--- config.mk ---
export PLATFORM = sky130hd
export DESIGN_NAME = multicycle_control
export DESIGN_NICKNAME = d
export VERILOG_FILES = /design/src/rtl/mips_pkg.sv /design/src/rtl/multicycle_control.sv
export SDC_FILE = /design/constraint.sdc
export NUM_CORES = 1
export LEC_CHECK = 0
export CAP_MARGIN = 20
export CORE_UTILIZATION = 30
export DETAILED_ROUTE_END_ITERATION = 8
export MAX_ROUTING_LAYER = met4
export PLACE_DENSITY = 0.6
export SYNTH_ARGS = -nofsm -noshare
export SYNTH_HDL_FRONTEND = slang
export SYNTH_SLANG_ARGS = --single-unit
--- constraint.sdc ---
create_clock -name clock -period 1.5 [get_ports clock]
set_input_delay 0.3 -clock clock [delete_from_list [all_inputs] [get_ports clock]]
set_output_delay 0.3 -clock clock [all_outputs]
set_load 0.005 [all_outputs]
--- src/rtl/mips_pkg.sv ---
// Shared encodings for the multicycle MIPS controller: state codes, opcodes and ALU-control classes.
package mips_pkg;

    typedef enum logic [3:0] {
        IDLE   = 4'd0,
        FETCH  = 4'd1,
        DECODE = 4'd2,
        MEMADR = 4'd3,
        MEMRD  = 4'd4,
        MEMWB  = 4'd5,
        MEMWR  = 4'd6,
        EXEC   = 4'd7,
        ALUWB  = 4'd8,
        BRANCH = 4'd9,
        JUMP   = 4'd10,
        ADDIEX = 4'd11,
        ADDIWB = 4'd12,
        HALT   = 4'd13
    } state_e;

    localparam logic [5:0] OP_RTYPE = 6'b000000;
    localparam logic [5:0] OP_LW    = 6'b100011;
    localparam logic [5:0] OP_SW    = 6'b101011;
    localparam logic [5:0] OP_BEQ   = 6'b000100;
    localparam logic [5:0] OP_J     = 6'b000010;
    localparam logic [5:0] OP_ADDI  = 6'b001000;

    localparam logic [1:0] ALUOP_ADD   = 2'b00;
    localparam logic [1:0] ALUOP_SUB   = 2'b01;
    localparam logic [1:0] ALUOP_FUNCT = 2'b10;

    // Every return to FETCH is diverted to HALT while an interrupt is pending.
    function automatic state_e fetch_or_halt(input logic interrupt);
        return interrupt ? HALT : FETCH;
    endfunction

endpackage

--- src/rtl/multicycle_control.sv ---
// Multicycle MIPS control FSM: Moore datapath controls, memory wait timeout and interrupt halt.
module multicycle_control
    import mips_pkg::*;
#(
    parameter int unsigned WAIT_LIMIT = 15
) (
    input  logic       clock,
    input  logic       reset,
    input  logic [5:0] opcode,
    input  logic       interrupt,
    input  logic       memReady,
    output logic       pcWrite,
    output logic       pcWriteCond,
    output logic       iorD,
    output logic       memRead,
    output logic       memWrite,
    output logic       irWrite,
    output logic       memtoReg,
    output logic       regDst,
    output logic       regWrite,
    output logic       aluSrcA,
    output logic [1:0] aluSrcB,
    output logic [1:0] aluOp,
    output logic [1:0] pcSource,
    output logic [3:0] state,
    output logic       halted,
    output logic       illegalOp,
    output logic       memTimeout
);

    localparam int unsigned CNT_W = (WAIT_LIMIT < 1) ? 1 : $clog2(WAIT_LIMIT + 1);
    localparam logic [CNT_W-1:0] CNT_MAX = CNT_W'(WAIT_LIMIT);

    state_e           state_q, state_d;
    logic [CNT_W-1:0] wait_q, wait_d;
    logic             waiting;
    logic             timeout;

    always_ff @(posedge clock or posedge reset) begin
        if (reset) begin
            state_q <= IDLE;
            wait_q  <= '0;
        end else begin
            state_q <= state_d;
            wait_q  <= wait_d;
        end
    end

    // Next state, memory wait tracking and error pulses.
    always_comb begin
        state_d   = state_q;
        waiting   = 1'b0;
        timeout   = 1'b0;
        illegalOp = 1'b0;
        unique case (state_q)
            IDLE:   state_d = fetch_or_halt(interrupt);
            FETCH:  if (memReady) state_d = DECODE; else waiting = 1'b1;
            DECODE: begin
                unique case (opcode)
                    OP_RTYPE:     state_d = EXEC;
                    OP_LW, OP_SW: state_d = MEMADR;
                    OP_BEQ:       state_d = BRANCH;
                    OP_J:         state_d = JUMP;
                    OP_ADDI:      state_d = ADDIEX;
                    default: begin
                        state_d   = fetch_or_halt(interrupt);
                        illegalOp = 1'b1;
                    end
                endcase
            end
            MEMADR: state_d = (opcode == OP_SW) ? MEMWR : MEMRD;
            MEMRD:  if (memReady) state_d = MEMWB; else waiting = 1'b1;
            MEMWR:  if (memReady) state_d = fetch_or_halt(interrupt); else waiting = 1'b1;
            EXEC:   state_d = ALUWB;
            ADDIEX: state_d = ADDIWB;
            MEMWB, ALUWB, BRANCH, JUMP, ADDIWB: state_d = fetch_or_halt(interrupt);
            HALT:   if (!interrupt) state_d = FETCH;
            default: state_d = IDLE;
        endcase
        // A stalled access that has already waited WAIT_LIMIT cycles is abandoned.
        if (waiting && (wait_q == CNT_MAX)) begin
            timeout = 1'b1;
            state_d = fetch_or_halt(interrupt);
        end
        wait_d     = (waiting && !timeout) ? wait_q + CNT_W'(1) : '0;
        memTimeout = timeout;
    end

    // Moore control decode; only the FETCH write strobes follow memReady.
    always_comb begin
        pcWrite     = 1'b0;
        pcWriteCond = 1'b0;
        iorD        = 1'b0;
        memRead     = 1'b0;
        memWrite    = 1'b0;
        irWrite     = 1'b0;
        memtoReg    = 1'b0;
        regDst      = 1'b0;
        regWrite    = 1'b0;
        aluSrcA     = 1'b0;
        aluSrcB     = 2'b00;
        aluOp       = ALUOP_ADD;
        pcSource    = 2'b00;
        halted      = 1'b0;
        unique case (state_q)
            FETCH: begin
                memRead = 1'b1;
                irWrite = memReady;
                pcWrite = memReady;
                aluSrcB = 2'b01;
            end
            DECODE: aluSrcB = 2'b11;
            MEMADR, ADDIEX: begin
                aluSrcA = 1'b1;
                aluSrcB = 2'b10;
            end
            MEMRD: begin
                memRead = 1'b1;
                iorD    = 1'b1;
            end
            MEMWB: begin
                memtoReg = 1'b1;
                regWrite = 1'b1;
            end
            MEMWR: begin
                memWrite = 1'b1;
                iorD     = 1'b1;
            end
            EXEC: begin
                aluSrcA = 1'b1;
                aluOp   = ALUOP_FUNCT;
            end
            ALUWB: begin
                regDst   = 1'b1;
                regWrite = 1'b1;
            end
            BRANCH: begin
                aluSrcA     = 1'b1;
                aluOp       = ALUOP_SUB;
                pcWriteCond = 1'b1;
                pcSource    = 2'b01;
            end
            JUMP: begin
                pcWrite  = 1'b1;
                pcSource = 2'b10;
            end
            ADDIWB: regWrite = 1'b1;
            HALT:   halted   = 1'b1;
            default: ;
        endcase
    end

    assign state = state_q;

endmodule

==> results.sh, run 1 <==
export IMPL_clock_sinks=8
export IMPL_arrival_ns=1.94
export IMPL_yosys_cell_types_count=48
export IMPL_clock_root_buffer="clkbuf_4"
export IMPL_endpoint_kind="register"
export IMPL_met3_usage_pct=4.45
export IMPL_wl_per_cell_um=15.5
export IMPL_grt_busiest_layer="met2"
export IMPL_critPathLaunchType="register"
export IMPL_start_util_pct=33.1
export IMPL_critPathMaxStageDelay_ns=0.44
export IMPL_gp_congestion=0.900
export IMPL_gr_usage_met1_pct=27.6
export IMPL_clock_path_buffers=2
export IMPL_syn_inst=109
export IMPL_grt_max_degree=9
export IMPL_ioPinCount=33
export IMPL_drv_cap=0
export IMPL_synth_top_area_share_pct=23.6
export IMPL_dp_hpwl_mm=2.27
export IMPL_cts_buffers_inserted=3
export IMPL_grt_pass1_vias=1202
export IMPL_synth_edf_count=0
export IMPL_fill_cells=171
export IMPL_outcome="finished, violations left"
export IMPL_finalClockSkew_ns=0.00728
export IMPL_chipWidth_um=55.2
export IMPL_synth_avg_cell_area_um2=7.79
export IMPL_synthFlopType="dfrtp_1"
export IMPL_synth_largest_area_cell="dfrtp_1"
export IMPL_async_reset_ff_share_pct=100
export IMPL_syn_nets=120
export IMPL_grtUsageTotal_pct=23.4
export IMPL_area_growth_syn_to_layout_pct=116
export IMPL_cp_required_ns=1.67
export IMPL_io_buffers=32
export IMPL_layout_common_cells="buf_4, buf_2, buf_6"
export IMPL_dieArea_um2=3050
export IMPL_drt_initial_drc_count=51
export IMPL_drt_first_pass_iters=4
export IMPL_worstMarginPinSlew_ns=0.345
export IMPL_mostFrequentLayoutCell="buf_4"
export IMPL_fin_nets=212
export IMPL_timing_fmax_ghz=0.566
export IMPL_ant_nets=0
export IMPL_synth_seq_cells=8
export IMPL_hold_viol_final=0
export IMPL_maxSlewHeadroom_pct=76.8
export IMPL_hp_class="input pin to asynchronous set/reset pin"
export IMPL_power_density_nw_per_um2=1880
export IMPL_path_cells="buf_4 -> buf_4 -> nor2_4 -> nor2b_4 -> a222oi_1 -> buf_4 -> o32ai_2 -> nor3_1"
export IMPL_drive_above_1_share_pct=67.8
export IMPL_fin_util_pct=71.6
export IMPL_core_area_um2=2570
export IMPL_ys_warn_count=0
export IMPL_finalCritPeriodShare_pct=118
export IMPL_setup_ws_ns=-0.267
export IMPL_clk_pin_slew_ns=0.06
export IMPL_cp_max_fo=6
export IMPL_crit_path_frequent_cell="buf_4"
export IMPL_grt_antenna_before_repair=0
export IMPL_postCtsHoldBufs=0
export IMPL_rsz0062_at_grt="true"
export IMPL_h_tree_depth=1
export IMPL_overflow=0
export IMPL_fin_crit_ns=1.77
export IMPL_maxSlewViolCount=0
export IMPL_std_cell_rows=18
export IMPL_cp_slowest_cell="dfrtp_2"
export IMPL_viasPerCell=5.21
export IMPL_critical_path_class="register to register"
export IMPL_synth_cell_area_um2=850
export IMPL_vias=1193
export IMPL_setup_tns_ns=-2.76
export IMPL_cts_tree="done"
export IMPL_synthTopCellsByArea="dfrtp_1, nor2_1, nand2b_1"
export IMPL_drc=0
export IMPL_vdd_ir_drop_max_mv=1.16
export IMPL_yosysSeqAreaShare_pct=23.6
export IMPL_violations="negative setup slack"
export IMPL_leakagePower_nw=0.920
export IMPL_die_h_um=55.2
export IMPL_drt_wl_total_mm=3.54
export IMPL_grt_pass1_wl_mm=5.64
export IMPL_antenna_cells=0
export IMPL_globalRouteMet2Util_pct=41.1
export IMPL_setup_violations=22
export IMPL_clk_latency_ns=0.25
==> metrics by stage <==
step / instance area, um^2 / hold slack (ns) / setup slack, ns / std cells / total power, mW
after floorplan: 858 / 0.116 / -0.0894 / 109 / 1.30
after global placement: 1440 / 0.514 / -0.728 / 199 / 2.26
after detailed placement: 1440 / 0.528 / -0.768 / 199 / 2.27
after CTS: 1720 / 0.300 / -0.192 / 224 / 3.10
after global routing: 1840 / 0.323 / -0.322 / 229 / 3.66
final: 1840 / 0.291 / -0.267 / 229 / 3.45
==> worst max-delay path: cells and delay by family, from the launching register on <==
family / cells / cell delay, ns
simple gates: 3 / 0.30
compound gates: 2 / 0.42
buf+inv: 3 / 0.51
flops: 1 / 0.44
==> final cells by class <==
| cell class | instances | area, um^2 | share of cell area (%) |
|---|---|---|---|
| timing repair buffer | 98 | 778 | 42.3 |
| inverter | 6 | 22.5 | 1.23 |
| multi-input combinational | 84 | 773 | 42.1 |
| clock buffer | 3 | 22.5 | 1.23 |
| tap | 30 | 37.5 | 2.04 |
| sequential | 8 | 204 | 11.1 |
==> repair_timing <==
item | 4_1_cts | 5_1_grt
resized for setup | 152 | 27
gates cloned | 0 | 0
setup buffers | 22 | 7
pin swaps | 21 | 13
endpoints found under the setup margin | 27 | 24
==> final timing paths <==
kind / start / endpoint / slack [ns] / cells after the start
worst max-delay path: state[0] / state[3] / -0.27 / 8
worst min-delay path: reset / state[0] / 0.29 / 2
worst max register to register: state[0] / state[3] / -0.27 / 8
worst min register to register: wait_q[0] / wait_q[0] / 0.53 / 2
max in group asynchronous: reset / state[3] / 0.97 / 2
min in group clock: wait_q[0] / wait_q[0] / 0.53 / 2
==> metal layers <==
layer,wire (um),vias up
li1,-,581
met1,1480,576
met2,1840,28
met3,114,8
met4,109,0
met5,0,-
==> sequential cells by signal, summed over array words and instances (netlist names) <==
name,cells
wait_q,4
state,4
==> synthesized netlist by cell type, types with 2 or more instances <==
library cell,instances
a21oi_1,3
nor2_1,14
o21ai_0,5
and2_1,2
and3_1,2
xnor2_1,2
nand2_1,3
nor3_2,2
nand3_1,3
clkbuf_1,3
inv_1,6
a2111oi_0,2
buf_2,3
dfrtp_1,8
nor2b_1,3
o211ai_1,2
a21o_1,2
nor3_1,6
nand2b_1,6
buf_4,3
o22ai_1,2
==> kinds of logic after synthesis <==
| group | count (synthesis) | share of synthesized area (%) |
|---|---|---|
| simple gates | 49 | 32.0 |
| mux | 1 | 1.77 |
| flops | 8 | 23.6 |
| fa+ha+maj | 2 | 2.65 |
| compound gates | 29 | 26.7 |
| buf+inv | 17 | 10.3 |
| xor+xnor | 3 | 3.09 |
==> where the power goes <==
| group | total [mW] | switching [mW] | internal [mW] |
|---|---|---|---|
| Clock | 0.163 | 0.0717 | 0.0915 |
| Combinational | 2.92 | 1.28 | 1.65 |
| Sequential | 0.367 | 0.0776 | 0.290 |
| Total | 3.45 | 1.43 | 2.03 |
Power figures use the tool's default switching activity.
==> run 2: changes to the inputs <==
--- a/config.mk
+++ b/config.mk
@@ -9,7 +9,7 @@
 export CORE_UTILIZATION = 30
 export DETAILED_ROUTE_END_ITERATION = 8
 export MAX_ROUTING_LAYER = met4
-export PLACE_DENSITY = 0.6
+export PLACE_DENSITY = 0.58
 export SYNTH_ARGS = -nofsm -noshare
 export SYNTH_HDL_FRONTEND = slang
 export SYNTH_SLANG_ARGS = --single-unit
==> constraint.sdc (replaced) <==
create_clock -name clock -period 2.1 [get_ports clock]
set_input_delay 0.42 -clock clock [delete_from_list [all_inputs] [get_ports clock]]
set_output_delay 0.42 -clock clock [all_outputs]
set_load 0.005 [all_outputs]
==> run 2 against run 1 <==
The run now ends clean. Via count fell by 13%. Critical path depth down 4. Clock-buffer cell count unchanged. Sequential cell count stayed put. Global-route usage shrank 4.6 points. Sequential share of layout area grew 2.8 points. Setup slack better by 0.34 ns.
==> results.sh, run 2 (same netlist as run 1, synthesis figures left out) <==
export IMPL_outcome="complete, no violations"
export IMPL_drv_cap=0
export IMPL_mostFrequentLayoutCell="buf_4"
export IMPL_finalCritPeriodShare_pct=96.4
export IMPL_arrival_ns=1.60
export IMPL_worstReg2RegEnd="state[2]"
export IMPL_drt_first_pass_iters=4
export IMPL_finalPower_mw=1.77
export IMPL_area_growth_syn_to_layout_pct=72.3
export IMPL_vias=1036
export IMPL_intPower_mw=1.05
export IMPL_gp_congestion=0.878
export IMPL_reg2reg_setup_slack_ns=0.24
export IMPL_dieArea_um2=3050
export IMPL_hp_class="input pin to asynchronous set/reset pin"
export IMPL_critPathLaunchType="register"
export IMPL_drt_initial_drc_count=40
export IMPL_die_h_um=55.2
export IMPL_wl_per_cell_um=14.5
export IMPL_comb_power_share_pct=78.2
export IMPL_cts_buffers_inserted=3
export IMPL_grt_pass1_wl_mm=4.58
export IMPL_drc=0
export IMPL_reg2reg_depth=7
export IMPL_clk_latency_ns=0.25
export IMPL_pwr_share_clk_pct=6.6
export IMPL_drive_above_1_share_pct=35.0
export IMPL_start_util_pct=33.1
export IMPL_switching_share_pct=40.5
export IMPL_drt_wl_total_mm=2.79
export IMPL_power_density_nw_per_um2=1210
export IMPL_h_tree_depth=1
export IMPL_core_area_um2=2570
export IMPL_fin_crit_ns=2.02
export IMPL_dp_hpwl_mm=2.09
export IMPL_grt_max_degree=10
export IMPL_setup_violations=0
export IMPL_io_buffers=32
export IMPL_cp_required_ns=1.68
export IMPL_leakagePower_nw=0.741
export IMPL_vdd_ir_drop_max_mv=0.689
export IMPL_cts_tree="done"
export IMPL_critical_path_class="register to output port"
export IMPL_cpLargestDelayFamily="buffers and inverters"
export IMPL_ioPinCount=33
export IMPL_p_switching_mw=0.718
export IMPL_layout_common_cells="buf_4, clkdlybuf4s50_1, nor2_1"
export IMPL_antenna_cells=0
export IMPL_grt_antenna_before_repair=0
export IMPL_clk_pin_slew_ns=0.06
export IMPL_ant_nets=0
export IMPL_viasPerCell=5.37
export IMPL_path_cells="nand2b_4 -> inv_1 -> and3_1 -> clkdlybuf4s50_1"
export IMPL_cp_max_fo=6
export IMPL_worstMarginPinSlew_ns=0.512
export IMPL_chipWidth_um=55.2
export IMPL_maxSlewViolCount=0
export IMPL_std_cell_rows=18
export IMPL_maxSlewHeadroom_pct=65.4
export IMPL_overflow=0
export IMPL_finalClockSkew_ns=0.0101
export IMPL_worst_path_buf_inv=2
export IMPL_timing_fmax_ghz=0.494
export IMPL_fin_nets=176
export IMPL_grtUsageTotal_pct=18.9
export IMPL_grt_pass1_vias=1000
export IMPL_reg2reg_from="state[0]"
export IMPL_critPathMaxStageDelay_ns=0.49
export IMPL_clock_path_buffers=2
export IMPL_place_area_um2=1300
export IMPL_clock_root_buffer="clkbuf_4"
export IMPL_endpoint_kind="output port"
export IMPL_clock_sinks=8
export IMPL_fin_area_um2=1460
export IMPL_setup_tns_ns=0
export IMPL_hold_viol_final=0
export IMPL_cp_slowest_cell="clkdlybuf4s50_1"
export IMPL_power_frac_seq_pct=15.2
==> run 2: final cells by class <==
type	count	area (um^2)
timing repair buffer	62	552
tap	30	37.5
clock buffer	3	22.5
multi-input combinational	84	626
fill	254	1100
sequential	8	204
inverter	6	22.5
==> run 2: metrics by stage <==
stage	setup slack [ns]	instances	util [%]	hold slack, ns
floorplan	0.406	109	-	0.236
global placement	-0.378	181	50.6	0.458
detailed placement	-0.422	181	50.6	0.458
CTS	0.00448	188	54.2	0.411
global route	-0.0535	193	57.0	0.416
finish	0.0763	193	57.0	0.414
==> run 2: what timing repair did <==
| item | in CTS | in global routing |
|---|---|---|
| buffers inserted | 4 | 5 |
| hold buffers | 0 | 0 |
| gates resized for setup | 31 | 11 |
| pin swaps | 2 | 1 |
| cloned | 0 | 0 |
| endpoints found under the setup margin | 16 | 12 |
==> run 2: metal layers <==
metal | global-route usage [%] | share of wire [%]
met5 | - | 0
met4 | 4.29 | 1.5
met3 | 3.51 | 3.4
met2 | 35.3 | 53
met1 | 20.4 | 42
==> run 2: power by group through the flow <==
| stage | clock network [mW] | logic (mW) | registers [mW] |
|---|---|---|---|
| finish | 0.116 | 1.39 | 0.270 |
| global route | 0.134 | 1.51 | 0.278 |
| CTS | 0.120 | 1.30 | 0.273 |
| detailed placement | 0 | 1.17 | 0.277 |
| global placement | 0 | 1.17 | 0.278 |
| floorplan | 0 | 0.662 | 0.247 |
==> run 2: worst reg2reg max path: stages (launching register included) <==
cell	delay, ns
dfrtp_2	0.44
buf_4	0.14
buf_4	0.16
nor4b_1	0.46
nand4b_1	0.19
o211ai_1	0.15
a221oi_2	0.06
a311oi_2	0.17
==> run 2: how the worst max path moves through the flow <==
stage | from | endpoint | slack (ns) | depth (start not counted)
global route | state[0] | state[3] | -0.05 | 6
finish | state[3] | aluOp[1] | 0.08 | 4
detailed placement | opcode[2] | illegalOp | -0.42 | 5
CTS | state[0] | memRead | 0.004 | 4
floorplan | state[2] | state[2] | 0.41 | 6
global placement | opcode[2] | illegalOp | -0.38 | 5
==> run 3: changes to the inputs <==
--- a/config.mk
+++ b/config.mk
@@ -6,6 +6,7 @@
 export NUM_CORES = 1
 export LEC_CHECK = 0
 export CAP_MARGIN = 20
+export CORE_MARGIN = 2
 export CORE_UTILIZATION = 30
 export DETAILED_ROUTE_END_ITERATION = 8
 export MAX_ROUTING_LAYER = met4
==> run 3 against run 2 <==
Combinational power is essentially flat. Register-to-register slack is essentially flat. Highest routed layer unchanged. Clock-buffer cell count is the same.
==> results.sh, run 3 (same netlist as run 1, synthesis figures left out) <==
export IMPL_postCtsHoldBufs=0
export IMPL_io_buffers=32
export IMPL_clock_sinks=8
export IMPL_grt_antenna_before_repair=0
export IMPL_start_util_pct=31.1
export IMPL_timing_fmax_ghz=0.491
export IMPL_critical_path_class="register to output port"
export IMPL_ant_nets=0
export IMPL_outcome="complete, no violations"
export IMPL_maxSlewHeadroom_pct=70.0
export IMPL_drc=0
export IMPL_cp_max_fo=6
export IMPL_dr_wl_met3_um=147
export IMPL_mostFrequentLayoutCell="buf_4"
export IMPL_worstReg2RegEnd="state[2]"
export IMPL_std_cell_rows=19
export IMPL_endpoint_kind="output port"
export IMPL_place_ws_ns=-0.402
export IMPL_clock_root_buffer="clkbuf_4"
export IMPL_chipWidth_um=57.2
export IMPL_dieArea_um2=3270
export IMPL_placed_cells=181
export IMPL_finalPower_mw=1.82
export IMPL_clock_path_buffers=2
export IMPL_wl_per_cell_um=14.1
export IMPL_drt_initial_drc_count=26
export IMPL_drive_above_1_share_pct=37.1
export IMPL_comb_power_share_pct=77.7
export IMPL_antenna_cells=0
export IMPL_ff_latch_area_um2=205
export IMPL_fin_area_um2=1490
export IMPL_power_frac_seq_pct=15.8
export IMPL_viasPerCell=5.30
export IMPL_critPathLaunchType="register"
export IMPL_setup_ws_ns=0.0614
export IMPL_hp_class="input pin to asynchronous set/reset pin"
export IMPL_power_density_nw_per_um2=1230
export IMPL_routed_top_layer="met4"
export IMPL_cts_tree="done"
export IMPL_reg2reg_setup_slack_ns=0.24
export IMPL_finalCritPeriodShare_pct=97.1
export IMPL_gp_congestion=0.839
export IMPL_rsz0062_at_grt="false"
export IMPL_m1WireLength_mm=1.19
export IMPL_drv_cap=0
export IMPL_area_growth_syn_to_layout_pct=75.0
export IMPL_fin_crit_ns=2.04
export IMPL_pwr_share_clk_pct=6.4
export IMPL_switching_share_pct=39.9
export IMPL_stdcell_count=198
export IMPL_vias=1050
export IMPL_intPower_mw=1.10
export IMPL_drt_wl_total_mm=2.79
export IMPL_vdd_ir_drop_max_mv=0.831
export IMPL_drt_first_pass_iters=4
export IMPL_grt_max_degree=11
export IMPL_reg2reg_depth=7
export IMPL_grt_pass1_vias=977
export IMPL_layout_common_cells="buf_4, clkdlybuf4s50_1, nor2_1"
export IMPL_die_h_um=57.2
export IMPL_fin_hold_ws_ns=0.411
export IMPL_core_area_um2=2730
export IMPL_reg2reg_from="state[2]"
export IMPL_setup_violations=0
export IMPL_multi_input_area_um2=613
export IMPL_fin_util_pct=54.4
export IMPL_hold_viol_final=0
export IMPL_arrival_ns=1.62
export IMPL_dp_hpwl_mm=2.10
export IMPL_ioPinCount=33
export IMPL_clk_pin_slew_ns=0.06
export IMPL_clk_latency_ns=0.25
export IMPL_overflow=0
export IMPL_cp_required_ns=1.68
export IMPL_fin_nets=180
export IMPL_finalClockSkew_ns=0.00219
export IMPL_h_tree_depth=1
export IMPL_grt_pass1_wl_mm=4.35
export IMPL_wl_met2_mm=1.45
export IMPL_leakagePower_nw=0.731
export IMPL_p_switching_mw=0.727
export IMPL_grtUsageTotal_pct=17.1
export IMPL_place_area_um2=1290
export IMPL_worstMarginPinSlew_ns=0.444
export IMPL_maxSlewViolCount=0
export IMPL_cts_buffers_inserted=3
export IMPL_fill_cells=253
export IMPL_setup_tns_ns=0
## run 3: power by group through the flow
stage | combinational (mW) | sequential (mW) | clock (mW)
after floorplan | 0.662 | 0.247 | 0
after global placement | 1.15 | 0.290 | 0
after detailed placement | 1.16 | 0.289 | 0
after CTS | 1.26 | 0.285 | 0.124
after global routing | 1.52 | 0.298 | 0.131
final | 1.42 | 0.289 | 0.117
## run 3: how the worst max path moves through the flow
| stage | start | end | slack (ns) | depth (start not counted) |
|---|---|---|---|---|
| final | state[3] | irWrite | 0.06 | 3 |
| after CTS | state[2] | memTimeout | -0.05 | 4 |
| after detailed placement | opcode[2] | illegalOp | -0.40 | 5 |
| after global routing | state[3] | irWrite | 0.001 | 3 |
| after floorplan | state[2] | state[2] | 0.41 | 6 |
| after global placement | opcode[2] | illegalOp | -0.37 | 5 |
## run 3: critical path, cell delays in order (launching register included)
cell and delay [ns]:
dfrtp_2 0.46, or2_4 0.30, nor2_1 0.11, clkdlybuf4s50_1 0.50
## run 3: area by class of cell
cell class                      count  share of cell area (%)
Timing Repair Buffer               66                    39.3
Inverter                            6                    1.52
Clock buffer                        3                    1.52
Tap cell                           31                    2.61
Multi-Input combinational cell     84                    41.2
Sequential cell                     8                    13.8
## run 3: repair_timing
action,in CTS,in global routing
gates resized for setup,22,16
setup buffers,6,8
setup endpoints to repair,15,17
pin swaps,4,2
## run 3: layer usage
metal	GRT usage, %	vias up
li1	-	511
met1	20.9	503
met2	29.4	34
met3	3.85	2
met4	2.33	0
met5	-	-
